[src/rtl/reg_dump_reader.sv]
// ---------------------------------------------------------------------------
// reg_dump_reader
//
// Walks a register file from address 0 up to NUM_REGS-1. Each entry is
// captured into an output holding register and presented to a downstream
// consumer with a valid/ready handshake. One word is delivered every two
// cycles when the consumer is always ready. A single-cycle done pulse
// follows the last accepted word.
//
// Ports
//   clk        : single clock, all state updates on its rising edge
//   reset      : synchronous, active-low reset
//   start      : request one full dump (only looked at while idle)
//   abort      : terminate the dump in progress (no done pulse)
//   rf_addr    : read address to the register file (equals the walk index)
//   rf_data    : combinational read data for rf_addr
//   out_valid  : out_addr/out_data hold a captured word
//   out_ready  : consumer accepts the word when out_valid is also high
//   out_addr   : register index of the presented word
//   out_data   : snapshot of the register contents for out_addr
//   busy       : high whenever a dump is in progress (any state but IDLE)
//   done       : one-cycle pulse after the last word was accepted
// ---------------------------------------------------------------------------
module reg_dump_reader #(
    parameter int NUM_REGS = 9
) (
    input  logic        clk,
    input  logic        reset,
    input  logic        start,
    input  logic        abort,
    output logic [4:0]  rf_addr,
    input  logic [31:0] rf_data,
    output logic        out_valid,
    input  logic        out_ready,
    output logic [4:0]  out_addr,
    output logic [31:0] out_data,
    output logic        busy,
    output logic        done
);

    typedef enum logic [1:0] {
        IDLE = 2'd0,
        READ = 2'd1,
        HOLD = 2'd2,
        DONE = 2'd3
    } state_t;

    localparam logic [4:0] LAST_INDEX = 5'(NUM_REGS - 1);

    state_t      state;
    state_t      state_next;
    logic [4:0]  index;
    logic [4:0]  index_next;
    logic        capture;

    // State, walk index and output holding registers. The holding
    // registers only load on the READ cycle, so later writes into the
    // register file cannot disturb a word that is already presented.
    always_ff @(posedge clk) begin
        if (!reset) begin
            state    <= IDLE;
            index    <= 5'd0;
            out_addr <= 5'd0;
            out_data <= 32'd0;
        end else begin
            state <= state_next;
            index <= index_next;
            if (capture) begin
                out_addr <= index;
                out_data <= rf_data;
            end
        end
    end

    // Next-state logic. Abort beats everything, including a handshake
    // landing in the same cycle, and also beats start while idle. Every
    // path back to IDLE clears the index so rf_addr reads 0 there.
    always_comb begin
        state_next = state;
        index_next = index;
        capture    = 1'b0;
        case (state)
            IDLE: begin
                index_next = 5'd0;
                if (start && !abort) begin
                    state_next = READ;
                end
            end
            READ: begin
                if (abort) begin
                    state_next = IDLE;
                    index_next = 5'd0;
                end else begin
                    capture    = 1'b1;
                    state_next = HOLD;
                end
            end
            HOLD: begin
                if (abort) begin
                    state_next = IDLE;
                    index_next = 5'd0;
                end else if (out_ready) begin
                    if (index == LAST_INDEX) begin
                        state_next = DONE;
                    end else begin
                        index_next = index + 5'd1;
                        state_next = READ;
                    end
                end
            end
            DONE: begin
                state_next = IDLE;
                index_next = 5'd0;
            end
            default: begin
                state_next = IDLE;
                index_next = 5'd0;
            end
        endcase
    end

    assign rf_addr   = index;
    assign out_valid = (state == HOLD);
    assign busy      = (state != IDLE);
    assign done      = (state == DONE);

endmodule

[config.mk]
export PLATFORM = sky130hd
export DESIGN_NAME = reg_dump_reader
export DESIGN_NICKNAME = d
export VERILOG_FILES = /design/src/rtl/reg_dump_reader.sv
export SDC_FILE = /design/constraint.sdc
export NUM_CORES = 1
export LEC_CHECK = 0
export ABC_AREA = 1
export BUFFER_PORTS_ARGS = -buffer_cell sky130_fd_sc_hd__buf_2
export CAP_MARGIN = 40
export CORE_MARGIN = 3
export CORE_UTILIZATION = 45
export CTS_CLUSTER_SIZE = 16
export DETAILED_ROUTE_END_ITERATION = 10
export PLACE_DENSITY_LB_ADDON = 0.08
export SLEW_MARGIN = 15
export SYNTH_ARGS = -nofsm -noshare
export SYNTH_HDL_FRONTEND = slang
export SYNTH_SLANG_ARGS = --single-unit
[constraint.sdc]
create_clock -name clk -period 1.3 [get_ports clk]
set_input_delay 0 -clock clk [delete_from_list [all_inputs] [get_ports clk]]
set_output_delay 0 -clock clk [all_outputs]
set_load 0.01 [all_outputs]
# Word level (Yosys, flattened, before mapping)
# Index checks and enable logic that the tools add are counted.
[totals]
inputBits = 37
regBits = 44
output_inout_bits = 45
wordCells = 33
[op_classes]
addsub = 1
muxes = 13
reduce_logical = 7
eq_ne = 8
[ops]
columns = ["cell", "count"]
rows = [
  ["two-way mux 5 bit", 4],
  ["one-hot mux 5 bit (3 select lines)", 1],
  ["two-way mux 2 bit", 5],
  ["one-hot mux 2 bit (4 select lines)", 1],
  ["adder 5 x 1 -> 5 bit (second input constant)", 1],
  ["equality test 5 x 4 -> 1 bit (second input constant)", 1],
  ["equality test 2 bit (second input constant)", 2],
  ["!= test 2 bit (second input constant)", 2],
  ["!= test 3 x 2 -> 1 bit (second input constant)", 1],
  ["!= test 3 bit (second input constant)", 1],
  ["AND reduction 3 bit", 1],
  ["equality test 2 x 1 -> 1 bit (second input constant)", 1],
  ["logical NOT 2 bit", 1],
  ["two-way mux 1 bit", 2],
  ["AND reduction 2 bit", 1],
  ["nonzero test 2 bit", 1],
  ["OR reduction 2 bit", 1],
  ["logical AND 1 bit", 1],
  ["logical NOT 1 bit", 1],
]

# Depth between registers and ports, before layout
# Gate-level depths: netlist of run 1.
[depth]
ltp_word = 5
ltp_mapped = 9
depth_no_buf = 9

# Worst setup path before layout of run 1
# Ideal clock, no wire load.
[synth_path]
kind = "reg-to-reg"
start = "register index[0] (netlist: rf_addr[0])"
end = "register index[0] (netlist: rf_addr[0])"
setup_ns = 0.113
t_required_ns = 1.187
arrival_ns = 1.144
path_stages_with_launch = 9
setup_slack_ns = 0.043
cell_sequence = "dfxtp_1 > inv_1 > ha_1 > nand2_1 > nor2_1 > nand2_2 > nand3_2 > o21ai_1 > nor2_1"
[synth_between]
elab_chain_len = 5
word_cells_on_any_way = 8
[synth_rtl]
columns = ["item", "line", "text"]
rows = [
  ["start, declared", "52", "logic [4:0] index;"],
  ["start signal, assigned", "67", "index <= index_next;"],
  ["adder 5 x 1 -> 5 bit", "106", "index_next = index + 5'd1;"],
  ["two-way mux 5 bit", "103", "if (index == LAST_INDEX) begin"],
  ["two-way mux 5 bit", "102", "end else if (out_ready) begin"],
  ["two-way mux 5 bit", "99", "if (abort) begin"],
  ["one-hot mux 5 bit (3 select lines)", "82", "case (state)"],
]
# Parallel ways exist; a longest one is shown, timed or not. The select of a mux whose other input is x is not followed.
# A chain may end at the register's enable or synchronous reset.

# Final worst setup path of run 1
[layout_path]
start = "register state[0]"
end = "register out_data[7]"
[layout_between]
elab_chain_len = 2
[layout_rtl]
columns = ["item", "line", "text"]
rows = [
  ["start, declared", "50", "state_t state;"],
  ["start signal, assigned", "66", "state <= state_next;"],
  ["equality test 2 x 1 -> 1 bit", "82", ""],
  ["two-way mux 1 bit", "82", ""],
  ["end signal, assigned", "70", "out_data <= rf_data;"],
  ["end, declared", "36", "output logic [31:0] out_data,"],
]
# Every way passes these cells.

==> results of run 1 <==
==> timing repair <==
item	4_1_cts	5_1_grt
resized for setup	0	6
setup endpoints to repair	0	6
hold buffers	19	0
hold endpoints to repair	19	0
==> worst max-delay path, cell delays in order, from the launching register on <==
cell and delay [ns]:
dfxtp_1 0.42, nand3_2 0.20, buf_12 0.23, o21ai_0 0.20, a21oi_1 0.06
==> routing by layer <==
metal	GRT usage	part of all wire	vias to the layer above
met5	0	0	-
met4	0.0571	0.0034	0
met3	0.0525	0.063	2
met2	0.279	0.48	48
met1	0.214	0.45	743
li1	-	-	928
==> final cells by class <==
| class | count | area [µm²] |
|---|---|---|
| Clock buffer | 7 | 86.3 |
| Inverter | 51 | 191 |
| Timing Repair Buffer | 109 | 692 |
| Tap cell | 46 | 57.6 |
| Multi-Input combinational cell | 121 | 629 |
| Clock inverter | 1 | 7.51 |
| Sequential cell | 44 | 883 |
| Fill cell | 302 | 973 |
==> power by group <==
part           switching [µW]  leakage (µW)  internal (µW)
sequential               22.4      0.000358           1390
combinational             153      0.000799            160
clock                     422     0.0000445            432
==> state kept, by name (all words and copies together), names as in the netlist <==
| register | count |
|---|---|
| out_addr | 5 |
| out_data | 32 |
| rf_addr | 5 |
| state | 2 |
==> metrics by stage <==
stage          utilization  hold WS, ns  instance area (µm²)  instances  power, µW
2_1_floorplan            -        0.138                 1740        228       1580
3_3_place_gp         0.636        0.265                 2240        352       1710
3_5_place_dp         0.636        0.272                 2240        352       1710
4_1_cts              0.717      0.00261                 2520        379       2610
5_1_grt              0.724      0.00126                 2550        379       2730
6_report             0.724      0.00310                 2550        379       2580
==> final timing paths <==
path	from	endpoint	cells after the start
worst max-delay path	state[0]$_SDFFE_PN0P_	out_data[7]$_SDFFE_PN0P_	4
worst min-delay path	rf_data[5]	out_data[5]$_SDFFE_PN0P_	3
worst max register to register	state[0]$_SDFFE_PN0P_	out_data[7]$_SDFFE_PN0P_	4
worst min register to register	out_data[2]$_SDFFE_PN0P_	out_data[2]$_SDFFE_PN0P_	2
==> logic make-up (layout without fill, tap and decap cells) <==
| logic type | count (synthesis) | count (layout) | share of synthesized area |
|---|---|---|---|
| compound gates | 79 | 79 | 0.229 |
| xor+xnor | 1 | 1 | 0.00503 |
| fa+ha+maj | 2 | 2 | 0.0144 |
| buf+inv | 63 | 168 | 0.143 |
| flops | 44 | 44 | 0.506 |
| simple gates | 39 | 39 | 0.103 |
==> placed cells by master (no fill, tap or decap), types with 4 or more instances in the layout <==
master / synthesis / final
dfxtp_1: 44 / 42
buf_2: 4 / 81
o21ai_1: 6 / 6
o21ai_0: 34 / 34
nor2_1: 16 / 15
clkbuf_8: 0 / 6
dlygate4sd3_1: 0 / 19
inv_1: 47 / 47
buf_4: 2 / 6
nand2_1: 13 / 13
inv_2: 4 / 4
a21oi_1: 38 / 38
==> results.md, run 1 <==
* Final Hold Vio Count at 0
* Most frequent cells after synthesis: inv_1, dfxtp_1, a21oi_1
* Max_slew headroom at 0.869
* Clock Latency Late Sink at 0.28 ns
* Setup CP Type: register to register
* Critical path fanouts, max at 38
* Grt total ovfl at 0
* Post-synth top area share at 0.506
* Routed Antenna Nets at 0
* Ratio of routed vias to standard cells at 4.54
* Initial DRC count at 66
* Setup TNS Final at 0 ns
* Flop2flop setup slack at 0.07 ns
* CTS H-tree lvls at 2
* Final worst slack at 0.0702 ns
* Final Cycle Share at 0.946
* Largest net degree at the start of global routing at 44
* Setup crit start kind: register
* GRT Overall Usage at 0.171
* Predominant post-synthesis flop cell: dfxtp_1
* Mapped Nets at 267
* Final setup violation count at 0
* GP Congestion at 0.766
* Placeable Area at 3520 µm²
* Clk_skew at 0.00424 ns
* Ys Warns at 0
* Chip Width at 68.2 µm
* Syn_area_per_cell at 7.64 µm²
* Initial antenna violation count at 0
* Minimum clock period at 1.23 ns
* Pre-CTS setup slack at 0.0667 ns
* Seq/Total Area, Yosys at 0.506
* Count leader, synth: inv_1
* Element type at the critical path end: register
* Starting density of the core at 0.495
* Synth Instances at 228
* Synth-to-Final Area Change at 46.3%
* Via count at 1721
* Drt pass-1 iters at 4
* Nets@finish at 371
* HPWL Detailed at 2690 µm
* Total clock sinks at 44
* PortBufs at 81
* Proportion of layout cells with a drive suffix above 1 at 0.327
* First-pass GRT wire length at 6040 µm
* CTS buffer count at 5
* Post-synth EDFFs at 0
* Cell Area, Synth at 1740 µm²
* Unique masters post-synth at 19
* Synth area leaders: dfxtp_1, a21oi_1, inv_1, o21ai_0, nor2_1
* Drt drc at 0
* Setup bufs post-CTS at 0
* VDD IR max at 0.757 mV
* Critical Path RT at 1.47 ns
* Post-synthesis async set-or-reset flop share at 0
* Row cnt at 21
* Diodes inserted at 0
* Yosys reg bits at 44
* Ports at 82
* PwrDens at 1010 nW/µm²
* F_max at 0.813 GHz
* Fin. max-slew vios at 0
* Total Wirelength at 4090 µm
* CTS tree: yes
* Number of global-route vias before repair at 1397
* Max_cap viols at 0
* Die area at 4650 µm²
* Die Y at 68.2 µm
* Cell taking the most area after synthesis: dfxtp_1
* Wire length per cell at 10.8 µm
* Clock root cell: clkbuf_8
* Slew @ Worst Pin at 0.195 ns
* WP data arrival at 1.40 ns
* RSZ-0062 raised after global routing: no
* Status: completed
* Leakage power figure at 0.00120 µW
* CTS clk-pin slew, worst paths at 0.08 ns
* Type of the worst min-delay path: input port to register
* CTS max path bufs at 2
No activity file was read; power rests on OpenSTA's default activity.
==> inputs of run 2 (changes only) <==
--- a/config.mk
+++ b/config.mk
@@ -9,7 +9,8 @@
 export BUFFER_PORTS_ARGS = -buffer_cell sky130_fd_sc_hd__buf_2
 export CAP_MARGIN = 40
 export CORE_MARGIN = 3
-export CORE_UTILIZATION = 45
+export CORE_UTILIZATION = 47
+export CTS_BUF_LIST = sky130_fd_sc_hd__clkbuf_8
 export CTS_CLUSTER_SIZE = 16
 export DETAILED_ROUTE_END_ITERATION = 10
 export PLACE_DENSITY_LB_ADDON = 0.08
==> results.md, run 2 (synthesis gave the netlist of run 1 again) <==
* Status: complete, but fails checks (was completed)
* Failing checks: negative hold slack
* Element type at the critical path end: register (unchanged)
* GP Congestion at 0.762 (was 0.766)
* Placeable Area at 3440 µm² (was 3520 µm²)
* Critical path fanouts, max at 28 (was 38)
* Initial antenna violation count at 0 (unchanged)
* Proportion of layout cells with a drive suffix above 1 at 0.330 (was 0.327)
* Type of the worst min-delay path: input port to register (unchanged)
* CTS max path bufs at 2 (unchanged)
* Ports at 82 (unchanged)
* Setup CP Type: register to register (unchanged)
* Drt pass-1 iters at 4 (unchanged)
* Drt drc at 0 (unchanged)
* Clock Latency Late Sink at 0.30 ns (was 0.28 ns)
* Clock root cell: clkbuf_8 (unchanged)
* Ratio of routed vias to standard cells at 4.65 (was 4.54)
* Grt total ovfl at 0 (unchanged)
* Nets@finish at 377 (was 371)
* Worst r2r path cells at 4 (unchanged)
* Critical Path RT at 1.49 ns (was 1.47 ns)
* Final setup violation count at 0 (unchanged)
* Cell Area, Placed at 2230 µm² (was 2240 µm²)
* VDD IR max at 0.657 mV (was 0.757 mV)
* CP max stage cell: dfxtp_1 (unchanged)
* Die Y at 66.9 µm (was 68.2 µm)
* Minimum clock period at 1.23 ns (about the same)
* Leakage power figure at 0.00123 µW (was 0.00120 µW)
* Setup crit start kind: register (unchanged)
* HPWL Detailed at 2860 µm (was 2690 µm)
* GRT Overall Usage at 0.208 (was 0.171)
* Max FFs per register at 32 (unchanged)
* PwrDens at 1010 nW/µm² (about the same)
* CTS H-tree lvls at 2 (unchanged)
* Cell depth of the worst hold path at 3 (unchanged)
* Commonest non-fill, non-tap cell in the layout: buf_2 (unchanged)
* Number of global-route vias before repair at 1543 (was 1397)
* CTS buffer count at 5 (unchanged)
* CTS clk-pin slew, worst paths at 0.08 ns (about the same)
* WHS at -0.000150 ns (was 0.00310 ns)
* Final Hold Vio Count at 1 (was 0)
* Largest net degree at the start of global routing at 49 (was 44)
* Starting density of the core at 0.506 (was 0.495)
* Chip Width at 66.9 µm (was 68.2 µm)
* Largest Register: out_data (unchanged)
* WP data arrival at 1.42 ns (was 1.40 ns)
* Slew @ Worst Pin at 0.593 ns (was 0.195 ns)
* Setup bufs post-CTS at 0 (unchanged)
* Routed Antenna Nets at 0 (unchanged)
* F_max at 0.812 GHz (was 0.813 GHz)
* Synth-to-Final Area Change at 48.7% (was 46.3%)
* Max_cap viols at 0 (unchanged)
* Fin. max-slew vios at 0 (unchanged)
* Diodes inserted at 0 (unchanged)
* Wire length per cell at 12.1 µm (was 10.8 µm)
* Initial DRC count at 101 (was 66)
* Crit-path cells: nand3_2, buf_6, o21ai_0, a21oi_1 (was nand3_2, buf_12, o21ai_0, a21oi_1)
* PortBufs at 81 (unchanged)
* Total clock sinks at 44 (unchanged)
* Worst stage delay on the critical path at 0.43 ns (was 0.42 ns)
* Clk_skew at 0.00219 ns (was 0.00424 ns)
* First-pass GRT wire length at 6900 µm (was 6040 µm)
* Commonest cells after routing, fill and taps aside: buf_2, inv_1, dfxtp_1 (unchanged)
* CTS tree: yes (unchanged)
* Row cnt at 21 (unchanged)
* Max_slew headroom at 0.605 (was 0.869)
* Total Wirelength at 4680 µm (was 4090 µm)
* Die area at 4470 µm² (was 4650 µm²)
* Final instance area at 2590 µm² (was 2550 µm²)
* Via count at 1792 (was 1721)
* Final Cycle Share at 0.948 (was 0.946)
-- run 2: final timing paths --
| kind | start | end | slack (ns) |
|---|---|---|---|
| worst max-delay path | state[0]$_SDFFE_PN0P_ | out_data[27]$_SDFFE_PN0P_ | 0.07 |
| worst min-delay path | rf_data[5] | out_data[5]$_SDFFE_PN0P_ | -0.0001 |
| worst max register to register | state[0]$_SDFFE_PN0P_ | out_data[27]$_SDFFE_PN0P_ | 0.07 |
| worst min register to register | out_addr[4]$_SDFFE_PN0P_ | out_addr[4]$_SDFFE_PN0P_ | 0.45 |
-- run 2: what timing repair did --
action / in CTS / in global routing
endpoints found under the setup margin: 0 / 14
hold endpoints to repair: 24 / 0
hold buffers: 24 / 0
gates resized for setup: 0 / 7
-- run 2: worst max-delay path: cells and delay by family, from the launching register on --
family	cells	cell delay, ns
simple gates	1	0.19
compound gates	2	0.28
buf+inv	1	0.22
flops	1	0.43
-- run 2: stage by stage --
step	setup slack [ns]	total power (µW)	setup TNS [ns]	instances	util
2_1_floorplan	0.0430	1580	0	228	-
3_3_place_gp	0.105	1700	0	353	0.649
3_5_place_dp	0.0698	1710	0	353	0.649
4_1_cts	0.0282	2640	0	385	0.746
5_1_grt	-0.00605	2760	-0.00605	385	0.752
6_report	0.0679	2620	0	385	0.752
-- run 2: final cells by class --
cell class              instances  area (µm²)
clock buffers                   6        82.6
inverters                      51         191
fillers                       291         852
clock inverters                 2        11.3
multi-input cells             121         626
well taps                      46        57.6
repair buffers                115         737
flip-flops and latches         44         885
-- run 2: layer usage --
metal,vias to the layer above,global-route usage,wire [µm]
met4,0,0.0785,51
met5,-,0,0
met2,59,0.371,2420
met3,7,0.0776,324
met1,787,0.220,1880
li1,939,-,-
-- run 2: where the power goes --
part	leakage (µW)	switching (µW)	internal, µW
Combinational	0.000823	160	168
Sequential	0.000359	24.0	1390
Clock	0.0000486	451	424
Total	0.00123	635	1980
